--- config.mk ---
export PLATFORM = sky130hd
export DESIGN_NAME = max7219_chain
export DESIGN_NICKNAME = d
export VERILOG_FILES = /design/src/rtl/max7219_pkg.sv /design/src/rtl/max7219_bit_timer.sv /design/src/rtl/max7219_chain.sv
export SDC_FILE = /design/constraint.sdc
export NUM_CORES = 1
export LEC_CHECK = 0
export ABC_AREA = 1
export CORE_MARGIN = 4
export CORE_UTILIZATION = 50
export CTS_BUF_LIST = sky130_fd_sc_hd__clkbuf_8 sky130_fd_sc_hd__clkbuf_16
export DETAILED_ROUTE_END_ITERATION = 10
export PLACE_DENSITY = 0.69
export REMOVE_ABC_BUFFERS = 1
export SYNTH_ARGS = -nofsm -noshare
export SYNTH_HDL_FRONTEND = slang
export SYNTH_SLANG_ARGS = --single-unit
--- constraint.sdc ---
create_clock -name i_clk -period 5.32 [get_ports i_clk]
set_input_delay 1.064 -clock i_clk [delete_from_list [all_inputs] [get_ports i_clk]]
set_output_delay 1.064 -clock i_clk [all_outputs]
set_load 0.03 [all_outputs]
--- src/rtl/max7219_pkg.sv ---
// Shared constants for the MAX7219 chain driver: register map, word width, FSM encoding.
package max7219_pkg;

  localparam int unsigned WORD_W = 16;

  localparam logic [3:0] REG_NOOP       = 4'h0;
  localparam logic [3:0] REG_DIGIT0     = 4'h1;
  localparam logic [3:0] REG_DIGIT1     = 4'h2;
  localparam logic [3:0] REG_DIGIT2     = 4'h3;
  localparam logic [3:0] REG_DIGIT3     = 4'h4;
  localparam logic [3:0] REG_DIGIT4     = 4'h5;
  localparam logic [3:0] REG_DIGIT5     = 4'h6;
  localparam logic [3:0] REG_DIGIT6     = 4'h7;
  localparam logic [3:0] REG_DIGIT7     = 4'h8;
  localparam logic [3:0] REG_DECODE     = 4'h9;
  localparam logic [3:0] REG_INTENSITY  = 4'hA;
  localparam logic [3:0] REG_SCAN_LIMIT = 4'hB;
  localparam logic [3:0] REG_SHUTDOWN   = 4'hC;
  localparam logic [3:0] REG_DISP_TEST  = 4'hF;

  typedef enum logic [1:0] {
    ST_IDLE  = 2'd0,
    ST_SHIFT = 2'd1,
    ST_LATCH = 2'd2,
    ST_DONE  = 2'd3
  } state_t;

endpackage

--- src/rtl/max7219_bit_timer.sv ---
// Serial-clock phase divider. While enabled, alternates CLK_DIV-cycle low and high
// phases starting with low; ticks flag the last cycle of each phase.
//   i_clk, i_reset : clock, async active-high reset
//   i_en           : run; deasserting restarts at the beginning of a low phase
//   o_rise_tick_c  : last cycle of a low phase (next cycle is high)
//   o_fall_tick_c  : last cycle of a high phase (next cycle is low, next bit)
module max7219_bit_timer #(
  parameter int unsigned CLK_DIV = 2
) (
  input  logic i_clk,
  input  logic i_reset,
  input  logic i_en,
  output logic o_fall_tick_c,
  output logic o_rise_tick_c
);

  localparam int unsigned PH_W = $clog2(CLK_DIV) + 1;

  logic [PH_W-1:0] cnt_q, cnt_d;
  logic            level_q, level_d;
  logic            phase_end_c;

  // Phase counter and current serial-clock level
  always_comb begin
    cnt_d       = cnt_q;
    level_d     = level_q;
    phase_end_c = (cnt_q == PH_W'(CLK_DIV - 1));
    if (!i_en) begin
      cnt_d   = '0;
      level_d = 1'b0;
    end else if (phase_end_c) begin
      cnt_d   = '0;
      level_d = ~level_q;
    end else begin
      cnt_d = cnt_q + PH_W'(1);
    end
    o_rise_tick_c = i_en && phase_end_c && !level_q;
    o_fall_tick_c = i_en && phase_end_c && level_q;
  end

  always_ff @(posedge i_clk or posedge i_reset) begin
    if (i_reset) begin
      cnt_q   <= '0;
      level_q <= 1'b0;
    end else begin
      cnt_q   <= cnt_d;
      level_q <= level_d;
    end
  end

endmodule

--- src/rtl/max7219_chain.sv ---
// Write-only serial driver for a daisy chain of MAX7219s. One strobe sends a full
// frame: the target word to the selected device (or all, on broadcast), no-ops elsewhere.
//   i_stb/i_broadcast/i_dev_sel/i_addr/i_data : write request, captured in IDLE
//   o_busy : frame in progress     o_ack : one-cycle pulse after the latch
//   o_serial_dout/o_serial_clk/o_serial_load : chip pins (DIN, CLK, LOAD)
module max7219_chain #(
  parameter  int unsigned NUM_DEVICES = 4,
  parameter  int unsigned CLK_DIV     = 2,
  parameter  int unsigned LOAD_CYCLES = 2,
  localparam int unsigned DEV_W       = (NUM_DEVICES > 1) ? $clog2(NUM_DEVICES) : 1
) (
  input  logic             i_clk,
  input  logic             i_reset,
  input  logic             i_stb,
  input  logic             i_broadcast,
  input  logic [DEV_W-1:0] i_dev_sel,
  input  logic [3:0]       i_addr,
  input  logic [7:0]       i_data,
  output logic             o_busy,
  output logic             o_ack,
  output logic             o_serial_dout,
  output logic             o_serial_clk,
  output logic             o_serial_load
);
  import max7219_pkg::*;

  localparam int unsigned FRAME_W = WORD_W * NUM_DEVICES;
  localparam int unsigned BIT_W   = $clog2(FRAME_W) + 1;
  localparam int unsigned LD_W    = $clog2(LOAD_CYCLES) + 1;

  state_t             state_q, state_d;
  logic [FRAME_W-1:0] frame_q, frame_d;
  logic [BIT_W-1:0]   bit_cnt_q, bit_cnt_d;
  logic [LD_W-1:0]    ld_cnt_q, ld_cnt_d;
  logic               busy_q, busy_d;
  logic               ack_q, ack_d;
  logic               sclk_q, sclk_d;
  logic               load_q, load_d;
  logic [FRAME_W-1:0] cap_frame_c;
  logic               fall_tick_c, rise_tick_c;

  max7219_bit_timer #(.CLK_DIV(CLK_DIV)) u_bit_timer (
    .i_clk         (i_clk),
    .i_reset       (i_reset),
    .i_en          (state_q == ST_SHIFT),
    .o_fall_tick_c (fall_tick_c),
    .o_rise_tick_c (rise_tick_c)
  );

  // Frame image at capture; highest device occupies the MSBs so it is shifted out first
  always_comb begin
    cap_frame_c = '0;
    for (int d = 0; d < int'(NUM_DEVICES); d++) begin
      if (i_broadcast || (i_dev_sel == DEV_W'(d))) begin
        cap_frame_c[d*WORD_W +: WORD_W] = {4'h0, i_addr, i_data};
      end
    end
  end

  // Next-state and registered-output logic. The frame register's MSB drives DIN
  // directly; the final shift leaves it all-zero, so DIN is low during LATCH.
  always_comb begin
    state_d   = state_q;
    frame_d   = frame_q;
    bit_cnt_d = bit_cnt_q;
    ld_cnt_d  = ld_cnt_q;
    busy_d    = busy_q;
    ack_d     = 1'b0;
    sclk_d    = sclk_q;
    load_d    = load_q;
    case (state_q)
      ST_IDLE: begin
        if (i_stb) begin
          state_d   = ST_SHIFT;
          frame_d   = cap_frame_c;
          bit_cnt_d = '0;
          busy_d    = 1'b1;
          sclk_d    = 1'b0;
          load_d    = 1'b0;
        end
      end
      ST_SHIFT: begin
        if (rise_tick_c) begin
          sclk_d = 1'b1;
        end else if (fall_tick_c) begin
          sclk_d  = 1'b0;
          frame_d = {frame_q[FRAME_W-2:0], 1'b0};
          if (bit_cnt_q == BIT_W'(FRAME_W - 1)) begin
            state_d  = ST_LATCH;
            load_d   = 1'b1;
            ld_cnt_d = '0;
          end else begin
            bit_cnt_d = bit_cnt_q + BIT_W'(1);
          end
        end
      end
      ST_LATCH: begin
        if (ld_cnt_q == LD_W'(LOAD_CYCLES - 1)) begin
          state_d = ST_DONE;
          load_d  = 1'b0;
          busy_d  = 1'b0;
          ack_d   = 1'b1;
        end else begin
          ld_cnt_d = ld_cnt_q + LD_W'(1);
        end
      end
      ST_DONE: begin
        state_d = ST_IDLE;
      end
      default: begin
        state_d = ST_IDLE;
      end
    endcase
  end

  always_ff @(posedge i_clk or posedge i_reset) begin
    if (i_reset) begin
      state_q   <= ST_IDLE;
      frame_q   <= '0;
      bit_cnt_q <= '0;
      ld_cnt_q  <= '0;
      busy_q    <= 1'b0;
      ack_q     <= 1'b0;
      sclk_q    <= 1'b0;
      load_q    <= 1'b0;
    end else begin
      state_q   <= state_d;
      frame_q   <= frame_d;
      bit_cnt_q <= bit_cnt_d;
      ld_cnt_q  <= ld_cnt_d;
      busy_q    <= busy_d;
      ack_q     <= ack_d;
      sclk_q    <= sclk_d;
      load_q    <= load_d;
    end
  end

  assign o_busy        = busy_q;
  assign o_ack         = ack_q;
  assign o_serial_dout = frame_q[FRAME_W-1];
  assign o_serial_clk  = sclk_q;
  assign o_serial_load = load_q;

endmodule

==> results of run 1 <==
state kept, by name (all words and copies together), names as in the netlist:
signal / count
u_bit_timer.cnt_q: 2
u_bit_timer.level_q: 1
o_serial_load: 1
bit_cnt_q: 7
ld_cnt_q: 2
frame_q: 64
o_busy: 1
o_ack: 1
o_serial_clk: 1
state_q: 2
Yosys cell counts (all sizes together):
master    n
buf      23
inv      63
nand2   125
a21oi     7
nand3    27
clkbuf    5
o21ai    62
nand4     2
a22oi    11
o21bai    3
o22ai    34
nor2     13
ha        6
dfrtp    82
nor3      2
a21boi    1
or2       4
metrics by stage:
stage,hold WS (ns),utilization,area (um^2),cells
after detailed placement,0.445,0.537,4200,570
final,0.454,0.563,4400,586
after global routing,0.489,0.563,4400,586
after global placement,0.440,0.537,4200,570
after floorplan,0.427,-,3820,442
after CTS,0.457,0.563,4400,586
layout make-up:
class,count,area [um^2],share of cell area
clock buffer,9,124,0.0282
clock inverter,7,77.6,0.0176
tap,102,128,0.0290
timing repair buffer,26,250,0.0569
sequential,82,2050,0.467
inverter,63,238,0.0541
multi-input combinational,297,1530,0.347
routing by layer:
| layer | vias up | wire length [um] | global-route usage |
|---|---|---|---|
| met5 | - | 0 | 0 |
| met4 | 0 | 119 | 0.0650 |
| met3 | 11 | 281 | 0.0379 |
| met2 | 56 | 3370 | 0.257 |
| met1 | 1426 | 3760 | 0.233 |
| li1 | 1557 | - | - |
power by group through the flow:
stage	clock [uW]	sequential [uW]	combinational [uW]
3_3_place_gp	0	922	1050
4_1_cts	473	914	1090
5_1_grt	498	934	1230
6_report	464	913	1070
2_1_floorplan	0	929	798
3_5_place_dp	0	926	1080
worst max-delay path by stage:
stage	from	end
2_1_floorplan	i_reset	bit_cnt_q[0]
3_3_place_gp	i_stb	bit_cnt_q[5]
3_5_place_dp	i_stb	bit_cnt_q[5]
4_1_cts	i_stb	bit_cnt_q[5]
5_1_grt	i_stb	bit_cnt_q[1]
6_report	i_stb	bit_cnt_q[5]
worst max-delay path, stage by stage:
cell,delay (ns)
clkdlybuf4s50_1,0.46
inv_1,0.04
nand2_1,0.13
o21ai_4,0.11
nor2_8,0.13
buf_4,0.65
nand2_1,0.44
o21ai_0,0.27
cells by family (layout without fill, tap and decap cells):
| group | count (synthesis) | in the layout | share of synthesized area |
|---|---|---|---|
| DFF | 82 | 82 | 0.508 |
| adders and majority gates | 6 | 6 | 0.0186 |
| AOI/OAI and AO/OA | 118 | 118 | 0.181 |
| and+or+nand+nor | 173 | 173 | 0.179 |
| buffers and inverters | 91 | 105 | 0.113 |
==> qor.txt, run 1 <==
Core Region = 7810 um^2
Post-CTS setup buffers = 0
Final WL = 7540 um
Mapped Cells = 470
Die Ht = 97.9 um
Hold path endpoint = u_bit_timer.cnt_q[0]
Status = finished, final reports clean
Number of library cell types mapped by synthesis = 28
FF+latch count, synth = 82
Switching fraction of total power = 0.438
Pwr Total = 2450 uW
MaxCap Viol Count = 0
Max-slew headroom = 0.196
Clock power share = 0.190
Synthesized area per cell = 8.59 um^2
WL/cell = 12.9 um
Detail Placement HPWL = 4580 um
Post-synthesis sequential area ratio = 0.508
Largest net degree at the start of global routing = 86
Reg2Reg Launch Point = state_q[1]
Worst setup SP type = input port
Hold path start = u_bit_timer.cnt_q[0]
Top-level port count = 23
Row count = 32
Die width = 97.9 um
Post-Syn Area = 4040 um^2
Cts bufs inserted = 9
Residual DRC = 0
Crit Path Class = in2reg
Worst setup EP type = register
Unrepaired setup endpoints after global routing = no
Largest area contributor in the netlist = dfrtp_1
Synth-to-Final Area Change = 8.93%
H-Tree Depth = 3
Largest cells by area after synthesis = dfrtp_1 (51%), nand2_1 (12%), inv_1 (5.7%)
Flop2flop setup slack = 2.48 ns
Crit path time final = 3.02 ns
Clock sinks = 82
HP Class = reg2reg
Initial DRT Pass Iterations = 5
Share of layout cells above drive strength 1 = 0.0909
Pre-CTS setup slack = 1.92 ns
Final period util = 0.568
Most frequent cells in the layout = nand2_1 (124), dfrtp_1 (82), inv_1 (60)
Via-to-Cell Ratio = 5.20
Skew-Pair Late Insertion Delay = 0.36 ns
Final ANT Viol Nets = 0
Peak supply drop = 0.461 mV
Slew Viols, Final = 0
Internal power = 1370 uW
Final Skew = 0.00829 ns
P_leak = 0.00209 uW
Clock tree buffer depth = 2
Final Hold Fails = 0
Fillers = 716
Global-route wire length before repair = 13400 um
Via Count = 3050
GRT Overall Usage = 0.168
Most common cell after layout, fill and taps aside = nand2_1
Gate power share = 0.438
Clock Pin Slew Worst Setup and Hold Paths = 0.09 ns
Worst-margin pin slew = 1.21 ns
Nets = 503
Switch Pwr = 1070 uW
Critical Path RT = 5.60 ns
Max Clock Freq = 331 MHz
Number of global-route vias before repair = 2968
Post-CTS sizing = 0
Final setup vio count = 0
Hold Path Stages = 1
IO buf count = 22
Final GP Congestion = 0.752
Grt total ovfl = 0
Initial Utilization = 0.517
Setup tns final = 0 ns
Sequential power share = 0.373
CTS tree = built
R2r worst-path depth = 8
Synth top area share = 0.508
Initial antenna violation count = 0
Die ar. = 9570 um^2
Reg-to-reg endpoint = bit_cnt_q[5]
Antenna Cells = 0
WP data arrival = 3.30 ns
Yosys warns = 0
Hold buffers post-CTS = 0
Root Driver = clkbuf_8
DRT iter0 DRCs = 137
Cell area power density = 557 nW/um^2
Worst Slack Setup Final = 2.30 ns
CP Max Fanout = 85
Note: power is estimated with default switching activity, not from simulation.
==> run 2: changes to the inputs <==
PLACE_DENSITY = 0.71   (was 0.69)
clock period = 2.6 ns   (was 5.32 ns; I/O delays follow)
==> qor.txt, run 2 (synthesis results as in run 1) <==
Die Ht = 97.9 um (unchanged)
WL/cell = 12.6 um (was 12.9 um)
Critical Path RT = 2.79 ns (was 5.60 ns)
Via-to-Cell Ratio = 5.14 (was 5.20)
Detail Placement HPWL = 4750 um (was 4580 um)
Initial DRT Pass Iterations = 4 (was 5)
Fin util = 0.571 (was 0.563)
Worst-margin pin slew = 0.907 ns (was 1.21 ns)
Final Hold Fails = 0 (unchanged)
P_leak = 0.00213 uW (was 0.00209 uW)
Cell Chain, Critical Path = inv_1, ha_1, nand2_1, nand2_2, nor2_8, inv_2, o21ai_0 (was clkdlybuf4s50_1, inv_1, nand2_1, o21ai_4, nor2_8, buf_4, nand2_1, o21ai_0)
Max stage delay on crit path = 0.48 ns (was 0.65 ns)
Clock tree buffer depth = 2 (unchanged)
Largest net degree at the start of global routing = 83 (was 86)
Max-slew headroom = 0.394 (was 0.196)
Post-CTS setup buffers = 0 (unchanged)
Nets = 508 (was 503)
Final ANT Viol Nets = 0 (unchanged)
Residual DRC = 0 (unchanged)
Top-level port count = 23 (unchanged)
Max Clock Freq = 488 MHz
Pwr Total = 5120 uW (was 2450 uW)
Cts bufs inserted = 9 (unchanged)
Share of layout cells above drive strength 1 = 0.0984 (was 0.0909)
Peak supply drop = 0.627 mV (was 0.461 mV)
Most common cell after layout, fill and taps aside = nand2_1 (unchanged)
Hold buffers post-CTS = 0 (unchanged)
CP Max Fanout = 45 (was 85)
Core Region = 7810 um^2 (unchanged)
Via Count = 3035 (was 3050)
Initial antenna violation count = 0 (unchanged)
Footprint of the multi-input gates = 1530 um^2 (unchanged)
Skew-Pair Late Insertion Delay = 0.34 ns (was 0.36 ns)
Final period util = 0.788
Row count = 32 (unchanged)
Crit path time final = 2.05 ns
Final WL = 7430 um (was 7540 um)
HP Class = reg2reg (unchanged)
CTS tree = built (unchanged)
DRT iter0 DRCs = 172 (was 137)
Status = finished, final reports clean (unchanged)
Clock sinks = 82 (unchanged)
Final GP Congestion = 0.749 (was 0.752)
H-Tree Depth = 3 (unchanged)
Post-route cell area = 4460 um^2 (was 4400 um^2)
Worst setup SP type = register (was input port)
Register area = 2050 um^2 (unchanged)
IO buf count = 22 (unchanged)
Critical-path top delay cell = inv_2 (was buf_4)
Crit Path Class = reg2reg (was in2reg)
Fillers = 706 (was 716)
Slew Viols, Final = 0 (unchanged)
Post-DP Area = 4250 um^2 (was 4200 um^2)
Number of global-route vias before repair = 3010 (was 2968)
Most frequent cells in the layout = nand2_1 (124), dfrtp_1 (82), inv_1 (60) (unchanged)
MaxCap Viol Count = 0 (unchanged)
Post-CTS sizing = 0 (unchanged)
GRT Overall Usage = 0.168 (about the same)
Initial Utilization = 0.517 (unchanged)
Unrepaired setup endpoints after global routing = no (unchanged)
Final setup vio count = 0 (unchanged)
WP data arrival = 2.24 ns (was 3.30 ns)
Largest regs = frame_q x64, bit_cnt_q x7 (unchanged)
Die ar. = 9570 um^2 (unchanged)
Worst setup EP type = register (unchanged)
Grt total ovfl = 0 (unchanged)
Cell area power density = 1150 nW/um^2 (was 557 nW/um^2)
Die width = 97.9 um (unchanged)
Clock Pin Slew Worst Setup and Hold Paths = 0.08 ns (was 0.09 ns)
Largest Register = frame_q (unchanged)
Synth-to-Final Area Change = 10.5% (was 8.93%)
Root Driver = clkbuf_8 (unchanged)
Antenna Cells = 0 (unchanged)
Final Skew = 0.00884 ns (was 0.00829 ns)
Global-route wire length before repair = 13500 um (was 13400 um)
Number of flip-flops in the largest register = 64 (unchanged)
-- run 2: changes by cell type in the layout (fill, tap and decap cells not counted) --
cell | previous run | this run
buf_12 | 0 | 1
buf_4 | 4 | 8
bufinv_16 | 1 | 2
clkbuf_8 | 9 | 10
clkinv_2 | 2 | 3
clkinv_4 | 2 | 1
clkinvlp_4 | 1 | 0
inv_6 | 2 | 0
-- run 2: final cells by class --
cell class / instances / area share
repair buffers: 31 / 0.0673
multi-input cells: 297 / 0.342
flip-flops and latches: 82 / 0.460
inverters: 63 / 0.0533
clock buffers: 10 / 0.0308
well taps: 102 / 0.0286
clock inverters: 5 / 0.0177
-- run 2: path summary, 6_finish.rpt --
kind | startpoint | end | slack (ns) | cells after the start
worst max-delay path | state_q[1] | frame_q[11] | 0.55 | 7
worst min-delay path | u_bit_timer.cnt_q[0] | u_bit_timer.cnt_q[0] | 0.46 | 1
worst max register to register | state_q[1] | frame_q[11] | 0.55 | 7
worst min register to register | u_bit_timer.cnt_q[0] | u_bit_timer.cnt_q[0] | 0.46 | 1
max in group asynchronous | i_reset | bit_cnt_q[1] | 1.69 | 3
min in group asynchronous | i_reset | u_bit_timer.cnt_q[0] | 0.59 | 3
-- run 2: layer usage --
layer / track usage / part of all wire / vias up
met2: 0.261 / 0.46 / 53
met5: 0 / 0 / -
met1: 0.229 / 0.49 / 1408
li1: - / - / 1566
met4: 0.0724 / 0.013 / 0
met3: 0.0343 / 0.039 / 8
-- run 2: critical path, delay by kind of cell (launching register included) --
kind,cells,cell delay [ns]
simple gates,3,0.35
fa+ha+maj,1,0.33
flops,1,0.42
compound gates,1,0.20
buf+inv,2,0.58
-- run 2: power breakdown --
| part | switching (uW) | internal [uW] | leakage [uW] |
|---|---|---|---|
| Clock | 448 | 560 | 0.000112 |
| Combinational | 1520 | 710 | 0.000935 |
| Sequential | 182 | 1690 | 0.00109 |
| Total | 2150 | 2960 | 0.00213 |
-- run 2: metrics by stage --
stage	hold WS, ns	setup TNS, ns	instances	setup slack, ns
2_1_floorplan	0.427	-15.17	442	-0.387
3_3_place_gp	0.440	0	575	0.479
3_5_place_dp	0.443	0	575	0.447
4_1_cts	0.457	0	590	0.533
5_1_grt	0.492	0	590	0.317
6_report	0.459	0	590	0.551
==> run 3: changes to the inputs <==
clock period = 1.7 ns   (was 2.6 ns; I/O delays follow)
==> qor.txt, run 3 (synthesis results as in run 1) <==
Clock Pin Slew Worst Setup and Hold Paths = 0.09 ns (was 0.08 ns)
Worst-margin pin slew = 0.335 ns (was 0.907 ns)
Global-route wire length before repair = 14500 um (was 13500 um)
Via Count = 3303 (was 3035)
Initial antenna violation count = 0 (unchanged)
Die width = 97.9 um (unchanged)
Most frequent cells in the layout = nand2_1 (116), dfrtp_1 (81), inv_1 (58) (was nand2_1 (124), dfrtp_1 (82), inv_1 (60))
P_leak = 0.00233 uW (was 0.00213 uW)
CP Max Fanout = 13 (was 45)
Skew-Pair Late Insertion Delay = 0.35 ns (was 0.34 ns)
Clock tree buffer depth = 2 (unchanged)
Largest net degree at the start of global routing = 54 (was 83)
Final Skew = 0.00810 ns (was 0.00884 ns)
Unrepaired setup endpoints after global routing = yes (was no)
Detail Placement HPWL = 5090 um (was 4750 um)
Root Driver = clkbuf_8 (unchanged)
R2r worst-path depth = 9 (was 7)
Slew Viols, Final = 0 (unchanged)
Most common cell after layout, fill and taps aside = nand2_1 (unchanged)
Max-slew headroom = 0.776 (was 0.394)
Die ar. = 9570 um^2 (unchanged)
Number of global-route vias before repair = 3189 (was 3010)
Max Clock Freq = 596 MHz (was 488 MHz)
Die Ht = 97.9 um (unchanged)
Clock power share = 0.150 (was 0.197)
Initial DRT Pass Iterations = 6 (was 4)
HP Class = in2async (was reg2reg)
Grt total ovfl = 0 (unchanged)
WP data arrival = 1.92 ns (was 2.24 ns)
Status = finished, final reports clean (unchanged)
CTS tree = built (unchanged)
GRT Overall Usage = 0.183 (was 0.168)
Crit path time final = 1.68 ns (was 2.05 ns)
Switch Pwr = 3950 uW (was 2150 uW)
Internal power = 5470 uW (was 2960 uW)
Gate power share = 0.546 (was 0.437)
Critical Path RT = 1.94 ns (was 2.79 ns)
Via-to-Cell Ratio = 5.40 (was 5.14)
DRT iter0 DRCs = 192 (was 172)
Final GP Congestion = 0.737 (was 0.749)
CP startpoint = state_q[0] (was state_q[1])
Cts bufs inserted = 9 (unchanged)
H-Tree Depth = 3 (unchanged)
Cell area power density = 1930 nW/um^2 (was 1150 nW/um^2)
Sequential power share = 0.304 (was 0.367)
Clock sinks = 82 (unchanged)
Final period util = 0.987 (was 0.788)
Worst setup SP type = register (unchanged)
Largest regs = frame_q x64, bit_cnt_q x7 (unchanged)
Switching fraction of total power = 0.419 (was 0.421)
Worst Slack Setup Final = 0.0221 ns (was 0.551 ns)
Peak supply drop = 0.775 mV (was 0.627 mV)
Top-level port count = 23 (unchanged)
Final WL = 9020 um (was 7430 um)
Number of flip-flops in the largest register = 64 (unchanged)
Final ANT Viol Nets = 0 (unchanged)
Worst setup EP type = register (unchanged)
Setup tns final = 0 ns (unchanged)
Final setup vio count = 0 (unchanged)
Row count = 32 (unchanged)
Initial Utilization = 0.517 (unchanged)
Residual DRC = 0 (unchanged)
Largest Register = frame_q (unchanged)
Synth-to-Final Area Change = 20.8% (was 10.5%)
WL/cell = 14.7 um (was 12.6 um)
Share of layout cells above drive strength 1 = 0.173 (was 0.0984)
Nets = 529 (was 508)
Antenna Cells = 0 (unchanged)
IO buf count = 22 (unchanged)
MaxCap Viol Count = 0 (unchanged)
Core Region = 7810 um^2 (unchanged)
Final Hold Fails = 0 (unchanged)
Crit Path Class = reg2reg (unchanged)
Pre-CTS setup slack = -0.118 ns (was 0.447 ns)
Reg2Reg Launch Point = state_q[0] (was state_q[1])
-- run 3: changes by cell type in the layout (fill, tap and decap cells not counted), sizes merged, moves of 2 or more --
cell | previous run | this run
buf | 9 | 25
clkbuf | 10 | 13
clkdlybuf4s50 | 22 | 17
clkinv | 4 | 6
dlygate4sd2 | 0 | 5
-- run 3: critical path, cell delays in order, from the launching register on --
cell	delay (ns)
dfrtp_2	0.43
inv_2	0.07
ha_4	0.17
buf_4	0.14
o21ai_4	0.21
nor2_8	0.07
buf_12	0.14
clkbuf_16	0.16
nand2_1	0.08
o21ai_0	0.08
-- run 3: area by class of cell --
cell class / count / area (um^2)
Fill cell: 646 / 2930
Sequential cell: 82 / 2050
Multi-Input combinational cell: 297 / 1600
Timing Repair Buffer: 52 / 656
Inverter: 63 / 240
Tap cell: 102 / 128
Clock buffer: 9 / 124
Clock inverter: 7 / 70.1
-- run 3: worst paths after layout --
path,endpoint,slack (ns)
max,frame_q[50],0.02
max in group asynchronous,frame_q[58],0.96
min in group i_clk,u_bit_timer.cnt_q[1],0.47
min,u_bit_timer.cnt_q[0],0.26
max reg2reg,frame_q[50],0.02
min reg2reg,u_bit_timer.cnt_q[1],0.47
-- run 3: repair_timing --
| item | CTS | global route |
|---|---|---|
| endpoints found under the setup margin | 16 | 71 |
| buffers inserted | 0 | 4 |
| pin swaps | 0 | 4 |
| gates cloned | 1 | 7 |
| resized for setup | 8 | 40 |
| hold buffers | 0 | 0 |
-- run 3: routing by layer --
layer	wire (um)	up-vias	track usage
met5	0	-	0
met4	108	0	0.0532
met2	4370	97	0.281
met1	4000	1584	0.262
met3	540	11	0.0414
li1	-	1611	-
-- run 3: power by group through the flow --
stage               sequential (uW)  combinational, uW  clock, uW
finish                         2860               5140       1410
global route                   2940               5680       1520
CTS                            2850               3970       1420
detailed placement             2890               3840          0
global placement               2870               3760          0
floorplan                      2910               2500          0
-- run 3: metrics by stage --
| step | cells | util | total power, uW | area (um^2) | hold WS, ns |
|---|---|---|---|---|---|
| after floorplan | 442 | - | 5410 | 3820 | 0.427 |
| after CTS | 601 | 0.590 | 8240 | 4600 | 0.266 |
| after detailed placement | 584 | 0.560 | 6730 | 4380 | 0.463 |
| after global routing | 612 | 0.624 | 10100 | 4870 | 0.277 |
| final | 612 | 0.624 | 9420 | 4870 | 0.256 |
| after global placement | 584 | 0.560 | 6630 | 4380 | 0.440 |
